File: config.mk
export PLATFORM = sky130hd
export DESIGN_NAME = ahb_sram_slave
export DESIGN_NICKNAME = d
export VERILOG_FILES = /design/src/rtl/ahb_sram_slave.sv
export SDC_FILE = /design/constraint.sdc
export NUM_CORES = 1
export LEC_CHECK = 0
export ABC_AREA = 1
export BUFFER_PORTS_ARGS = -buffer_cell sky130_fd_sc_hd__buf_4
export CORE_MARGIN = 2
export CORE_UTILIZATION = 36
export CTS_CLUSTER_SIZE = 30
export DETAILED_ROUTE_END_ITERATION = 7
export PLACE_DENSITY = 0.81
export SYNTH_ARGS = -nofsm -noshare
export SYNTH_HDL_FRONTEND = slang
export SYNTH_SLANG_ARGS = --single-unit
File: constraint.sdc
create_clock -name HCLK -period 2.06 [get_ports HCLK]
set_clock_uncertainty 0.15 [all_clocks]
set_input_delay 0.206 -clock HCLK [delete_from_list [all_inputs] [get_ports HCLK]]
set_output_delay 0.206 -clock HCLK [all_outputs]
set_load 0.02 [all_outputs]
File: src/rtl/ahb_sram_slave.sv
// ---------------------------------------------------------------------------
// ahb_sram_slave
//
// AHB-Lite responder in front of a single-port synchronous SRAM macro
// (one-cycle read latency, per-byte write enables).
//
// Reads issue to the SRAM combinationally in their address phase, so data
// returns with zero wait states. Writes issue in their data phase, because
// HWDATA only becomes valid then. A read that arrives while a write owns the
// port is parked for one cycle (RWAIT) and re-issued from a registered
// address. That read therefore also sees the freshly written data.
// Illegal size/alignment combinations receive the two-cycle ERROR response
// and never touch the SRAM.
//
// Ports
//   HCLK, HRESET         bus clock, asynchronous active-high reset
//   HSEL, HADDR, HTRANS  address-phase controls from the bus
//   HWRITE, HSIZE        direction and transfer size
//   HWDATA               write data (data phase)
//   HREADY               bus-level ready (address phase completes when high)
//   HREADYOUT, HRESP     this slave's ready and response
//   HRDATA               read data (zero outside a read data phase)
//   SRAMCS, SRAMWEN      SRAM enable and per-byte write enables (0 = read)
//   SRAMADDR, SRAMWDATA  SRAM word address and write data
//   SRAMRDATA            SRAM read data, valid the cycle after a read enable
// ---------------------------------------------------------------------------
module ahb_sram_slave #(
    parameter int AW = 15
) (
    input  logic          HCLK,
    input  logic          HRESET,
    input  logic          HSEL,
    input  logic [31:0]   HADDR,
    input  logic [1:0]    HTRANS,
    input  logic          HWRITE,
    input  logic [2:0]    HSIZE,
    input  logic [31:0]   HWDATA,
    input  logic          HREADY,
    output logic          HREADYOUT,
    output logic          HRESP,
    output logic [31:0]   HRDATA,
    output logic          SRAMCS,
    output logic [3:0]    SRAMWEN,
    output logic [AW-1:0] SRAMADDR,
    output logic [31:0]   SRAMWDATA,
    input  logic [31:0]   SRAMRDATA
);

    localparam logic [2:0] ST_IDLE  = 3'd0;
    localparam logic [2:0] ST_WDATA = 3'd1;
    localparam logic [2:0] ST_RDATA = 3'd2;
    localparam logic [2:0] ST_RWAIT = 3'd3;
    localparam logic [2:0] ST_ERR1  = 3'd4;
    localparam logic [2:0] ST_ERR2  = 3'd5;

    // Size/alignment legality of an address-phase transfer.
    function automatic logic size_legal(input logic [2:0] size, input logic [1:0] low);
        case (size)
            3'd0:    size_legal = 1'b1;
            3'd1:    size_legal = (low[0] == 1'b0);
            3'd2:    size_legal = (low == 2'b00);
            default: size_legal = 1'b0;
        endcase
    endfunction

    // Byte-lane enables for a legal transfer.
    function automatic logic [3:0] lane_mask(input logic [2:0] size, input logic [1:0] low);
        case (size)
            3'd0:    lane_mask = 4'b0001 << low;
            3'd1:    lane_mask = low[1] ? 4'b1100 : 4'b0011;
            3'd2:    lane_mask = 4'b1111;
            default: lane_mask = 4'b0000;
        endcase
    endfunction

    logic [2:0]    state_r;
    logic [2:0]    next_state_s;
    logic [AW-1:0] addr_r;
    logic [3:0]    mask_r;
    logic          ready_s;
    logic          acc_s;
    logic          take_s;
    logic          legal_s;
    logic          unused_bits_s;

    // Address bits above the SRAM window alias, and HTRANS[0] (SEQ vs NONSEQ)
    // does not change behaviour.
    assign unused_bits_s = ^{HADDR[31:AW+2], HTRANS[0]};

    // The slave only stalls in RWAIT and in the first ERROR cycle.
    assign ready_s = (state_r != ST_RWAIT) && (state_r != ST_ERR1);
    assign acc_s   = HSEL & HTRANS[1] & HREADY;
    // Only states that present HREADYOUT = 1 may accept a new transfer.
    assign take_s  = acc_s & ready_s;
    assign legal_s = size_legal(HSIZE, HADDR[1:0]);

    // Next-state selection. Direction and legality of the accepted transfer
    // are carried by the state itself.
    always_comb begin
        next_state_s = state_r;
        case (state_r)
            ST_RWAIT: next_state_s = ST_RDATA;
            ST_ERR1:  next_state_s = ST_ERR2;
            ST_IDLE, ST_WDATA, ST_RDATA, ST_ERR2: begin
                if (!take_s) begin
                    next_state_s = ST_IDLE;
                end else if (!legal_s) begin
                    next_state_s = ST_ERR1;
                end else if (HWRITE) begin
                    next_state_s = ST_WDATA;
                end else if (state_r == ST_WDATA) begin
                    next_state_s = ST_RWAIT;
                end else begin
                    next_state_s = ST_RDATA;
                end
            end
            default: next_state_s = ST_IDLE;
        endcase
    end

    // State plus the address-phase capture used by WDATA and RWAIT.
    always_ff @(posedge HCLK or posedge HRESET) begin
        if (HRESET) begin
            state_r <= ST_IDLE;
            addr_r  <= {AW{1'b0}};
            mask_r  <= 4'b0000;
        end else begin
            state_r <= next_state_s;
            if (take_s && legal_s) begin
                addr_r <= HADDR[AW+1:2];
                mask_r <= lane_mask(HSIZE, HADDR[1:0]);
            end
        end
    end

    // SRAM port arbitration. A pending write (WDATA) or parked read (RWAIT)
    // owns the port. Otherwise a newly accepted legal read uses it directly
    // in its address phase. Reset forces the port quiet.
    always_comb begin
        SRAMCS   = 1'b0;
        SRAMWEN  = 4'b0000;
        SRAMADDR = HADDR[AW+1:2];
        if (HRESET) begin
            SRAMADDR = {AW{1'b0}};
        end else if (state_r == ST_WDATA) begin
            SRAMCS   = 1'b1;
            SRAMWEN  = mask_r;
            SRAMADDR = addr_r;
        end else if (state_r == ST_RWAIT) begin
            SRAMCS   = 1'b1;
            SRAMADDR = addr_r;
        end else if (take_s && legal_s && !HWRITE) begin
            SRAMCS   = 1'b1;
        end else begin
            SRAMCS   = 1'b0;
        end
    end

    assign SRAMWDATA = HRESET ? 32'h0000_0000 : HWDATA;
    assign HREADYOUT = ready_s;
    assign HRESP     = (state_r == ST_ERR1) || (state_r == ST_ERR2);
    assign HRDATA    = (state_r == ST_RDATA) ? SRAMRDATA : 32'h0000_0000;

endmodule

Word level (Yosys, flattened, before mapping). Cells that the tools add are included.

Equality and inequality tests: 9. Shift-type cells: 1. Muxes and demuxes: 19. Bitwise operators: 4. Reduce and logical (&&, ||, !) cells: 9.

Operator list (number): 32-bit two-way mux (2); 15-bit two-way mux (3); 4-bit two-way mux (3); 4-bit case mux with 3 select lines (1); 3-bit by 2-bit equality test with 1-bit output (second input constant) (3); 3-bit case mux with 3 select lines (1); 3-bit by 1-bit equality test with 1-bit output (second input constant) (2); 3-bit equality test (second input constant) (2); 3-bit logical NOT (2); 3-bit two-way mux (2); 1-bit two-way mux (5); 4-bit OR reduction (1); 1-bit by 2-bit left shift with 4-bit output (first input constant) (1); 1-bit AND (3); 1-bit logical AND (3); 3-bit by 2-bit != test with 1-bit output (second input constant) (1); 3-bit != test (second input constant) (1); 1-bit case mux with 3 select lines (1); 2-bit logical NOT (1); 2-bit two-way mux (1); 1-bit logical NOT (1); 1-bit logical OR (1); 1-bit NOT (1).

Register bits: 22. Bits of input ports: 106. Output and inout bits: 86. Logic and storage cells: 45.

Longest topological paths before layout.
Word-level depth: 9. Depth in mapped cells: 8. Mapped depth without buffers: 8.

Least setup slack after synthesis. Ideal clock, no wire load.

Path kind: input to output. Start point: input port HRESET. End point: output port SRAMADDR[10]. Arrival time: 1842 ps. Data required time: 1704 ps. Setup slack: -138 ps. Cell stages on the path: 5. Buffers on the path: 2. Path through: buf_2 -> inv_1 -> clkbuf_1 -> o21ai_1 -> a21oi_1.

Cells in the longest elaborated chain, start to end: 1.

Ends and longest elaborated chain: start: declaration (line 31) `input logic HRESET,`; 15-bit two-way mux (line 143) `if (HRESET) begin`; end: declaration (line 44) `output logic [AW-1:0] SRAMADDR,`.

Every way passes these cells.

Final worst setup path.
Start point: register state_r[1]. End point: output port SRAMADDR[1].

Cells in the longest elaborated chain, start to end: 4. Elaborated cells between the ends (all ways): 5. Classes of those cells: eq/ne: 2; mux: 3.

Ends and longest elaborated chain: start: declaration (line 76) `logic [2:0] state_r;`; start signal: assignment (line 128) `state_r <= next_state_s;`; 3-bit by 2-bit equality test with 1-bit output (line 149) `end else if (state_r == ST_RWAIT) begin`; 15-bit two-way mux (line 149); 15-bit two-way mux (*) (line 145) `end else if (state_r == ST_WDATA) begin`; 15-bit two-way mux (*) (line 143).

Every way passes the cells marked *; elsewhere a longest branch is shown, timed or not.

==> run_results.csv <==
group,metric,value,unit
drt,ant_nets,0,
setup_path,crit_required,1700,ps
yosys,ys_ff_latch,22,
cells_and_area,final_common_cell,"buf_4",
sta,fmax,503.0,MHz
drt,vias,2412,
place,dp_hpwl,4654,um
setup_path,cp-start-kind,"register",
cells_and_area,layout_common_cells,"180 x buf_4, 90 x inv_1, 72 x nor2_1",
clock_tree,cts.sinks,22,
cells_and_area,drive_gt1_share,45.34,%
sta,whs,59.71,ps
setup_path,worst_r2r_path_depth,8,
floorplan,ios,192,
sta,slew_headroom,58.63,%
place,place_ws,349.2,ps
yosys,synthDistinctLibCells,26,
clock_tree,cts_buffers,3,
sta,finalSetupViolCount,0,
drt,drt_wl_total,5870,um
clock_tree,clock_path_buffers,2,
yosys,yosys.area_share.xor_xnor,0,%
place,routabilityCongestion,0.8152,
drt,drt-wirelength-per-cell,10.61,um
clock_tree,tritoncts,"yes",
drt,met2WireLength,3194,um
power_and_ir_drop,peakVddDrop,0.2917,mV
clock_tree,htreeDepth,1,
power_and_ir_drop,p_leak,2.113,nW
setup_path,crit_type,"reg2out",
sta,drv_slew,0,
drt,top_layer_used,"met4",
global_routing,antenna_found_initial,0,
clock_tree,clock_latency,250,ps
cells_and_area,fillers,481,
global_routing,gr-total-overflow,0,
yosys,yosys.area.top_type,"dfrtp_1",
yosys,netlist_area,1896,um2
yosys,synthAdderAreaFrac,0,%
global_routing,grt_pass1_vias,2227,
yosys,synthFlopType,"dfrtp_1",
cells_and_area,utilization,65.95,%
floorplan,die-area,5862,um2
floorplan,start_util,37.11,%
power_and_ir_drop,cellPowerDensity,656.1,nW/um2
yosys,synth_top_area_share,29.04,%
cells_and_area,areaGrowthSynthToFinish,77.69,%
floorplan,core,5107,um2
drt,drc,0,
yosys,synth_compound_area_share,17.03,%
yosys,synth_simple_gate_area_share,30.56,%
cells_and_area,multi_input_area,912.1,um2
yosys,synth_top_family_by_area,"simple AND/OR/NAND/NOR gates",
yosys,yosys-top-cells-area,"dfrtp_1 29%, inv_1 18%, nor2_1 14%, o21ai_2 6.9%, nand2_1 6.3%",
drt,dr.pass1.iters,4,
setup_path,cp_max_fo,14,
yosys,synthCells,310,
drt,m1WireLength,2142,um
sta,finalCritPeriodShare,96.50,%
drt,via_per_inst,4.362,
global_routing,gr-usage-all-layers,18.59,%
cells_and_area,regArea,551.8,um2
yosys,ys_warn_count,0,
sta,tightest_slew,618.5,ps
min_path,hold_class,"in2async",
setup_path,endpoint_kind,"output pin",
status,status,"finished clean",
drt,drt-initial-drc-count,140,
place,portBuffers,175,
yosys,synth-edff-count,0,
cells_and_area,diodes,0,
sta,min_period,1988,ps
floorplan,die-height,76.57,um
flow_run,drv_cap,0,
clock_tree,clkTransAtPathRegs,80,ps
yosys,synth-async-reset-ratio,100.0,%
sta,setup_slack,72.10,ps
floorplan,die_w,76.57,um
floorplan,num_rows,26,
yosys,muxShareOfSynthArea,0,%
drt,routed-wl-met3,505,um
setup_path,worstPathArrival,1630,ps
cells_and_area,nNetsFinal,590,
clock_tree,clockRootBuffer,"clkbuf_8",
yosys,postSynthAreaPerCell,6.115,um2
yosys,yosysSeqAreaShare,29.04,%
global_routing,grt_max_degree,36,
yosys,synth_nets,416,
sta,hold_viol_final,0,
global_routing,grt_first_pass_wirelength,9252,um
-- metal layers --
metal	vias up	GRT usage [%]
met3	2	3.910
li1	1242	-
met2	114	39.20
met5	-	0
met4	0	4.182
met1	1054	17.91
-- cells by family after synthesis --
logic type / Yosys count
AND/OR/NAND/NOR: 129
flip-flops: 22
buffers and inverters: 108
AO/OA/AOI/OAI: 51
-- cell type report --
| class | count | share of cell area [%] |
|---|---|---|
| clock buffers | 4 | 1.634 |
| inverters | 94 | 10.55 |
| repair buffers | 183 | 41.75 |
| flip-flops and latches | 22 | 16.38 |
| multi-input cells | 180 | 27.08 |
| well taps | 70 | 2.600 |
-- synthesized netlist by cell type (2+ instances only) --
cell / number
buf_2: 3
nand3_1: 12
nand2_4: 2
buf_8: 2
clkbuf_1: 7
dfrtp_1: 22
nand4_1: 3
o21ai_0: 4
a21oi_1: 16
inv_2: 3
nand2_1: 32
o21ai_1: 15
nor2_1: 72
inv_1: 91
o21ai_2: 15
-- worst paths after layout --
path                             from           to  slack, ps
max                        state_r[1]  SRAMADDR[1]         70
min                            HRESET   state_r[0]         60
max reg2reg                state_r[1]    mask_r[1]        520
min reg2reg                 addr_r[4]    addr_r[4]        340
max in group asynchronous      HRESET    addr_r[8]        660
min in group HCLK            HADDR[2]    addr_r[0]         70
-- registers in the layout (all words and copies together) (netlist names) --
register and cells:
addr_r 15, mask_r 4, state_r 3
-- power by group --
| part | total, mW | switching [mW] | internal, mW | leakage, nW |
|---|---|---|---|---|
| Clock | 0.302 | 0.133 | 0.170 | 0.0288 |
| Sequential | 0.682 | 0.0996 | 0.583 | 0.284 |
| Combinational | 1.23 | 0.665 | 0.560 | 1.80 |
| Total | 2.21 | 0.897 | 1.31 | 2.11 |
-- per-stage QoR --
stage	cell area (um2)	instances	power [mW]	TNS (ps)
3_3_place_gp	3257	546	1.798	0
5_1_grt	3368	553	2.374	-10.38
4_1_cts	3322	551	2.144	0
3_5_place_dp	3257	546	1.834	0
2_1_floorplan	1897	310	1.363	0
6_report	3368	553	2.210	0
-- critical path, stage by stage, from the launching register on --
cell	delay, ps
dfrtp_2	450
nand3b_1	240
nand2_2	120
inv_4	60
clkbuf_16	170
a21oi_1	180
buf_4	170
-- timing repair --
item	CTS	global route
hold endpoints to repair	14	0
buffers inserted	0	1
endpoints found under the setup margin	0	13
resized for setup	0	7
hold buffers	1	0
(Power assumes the default switching activity.)
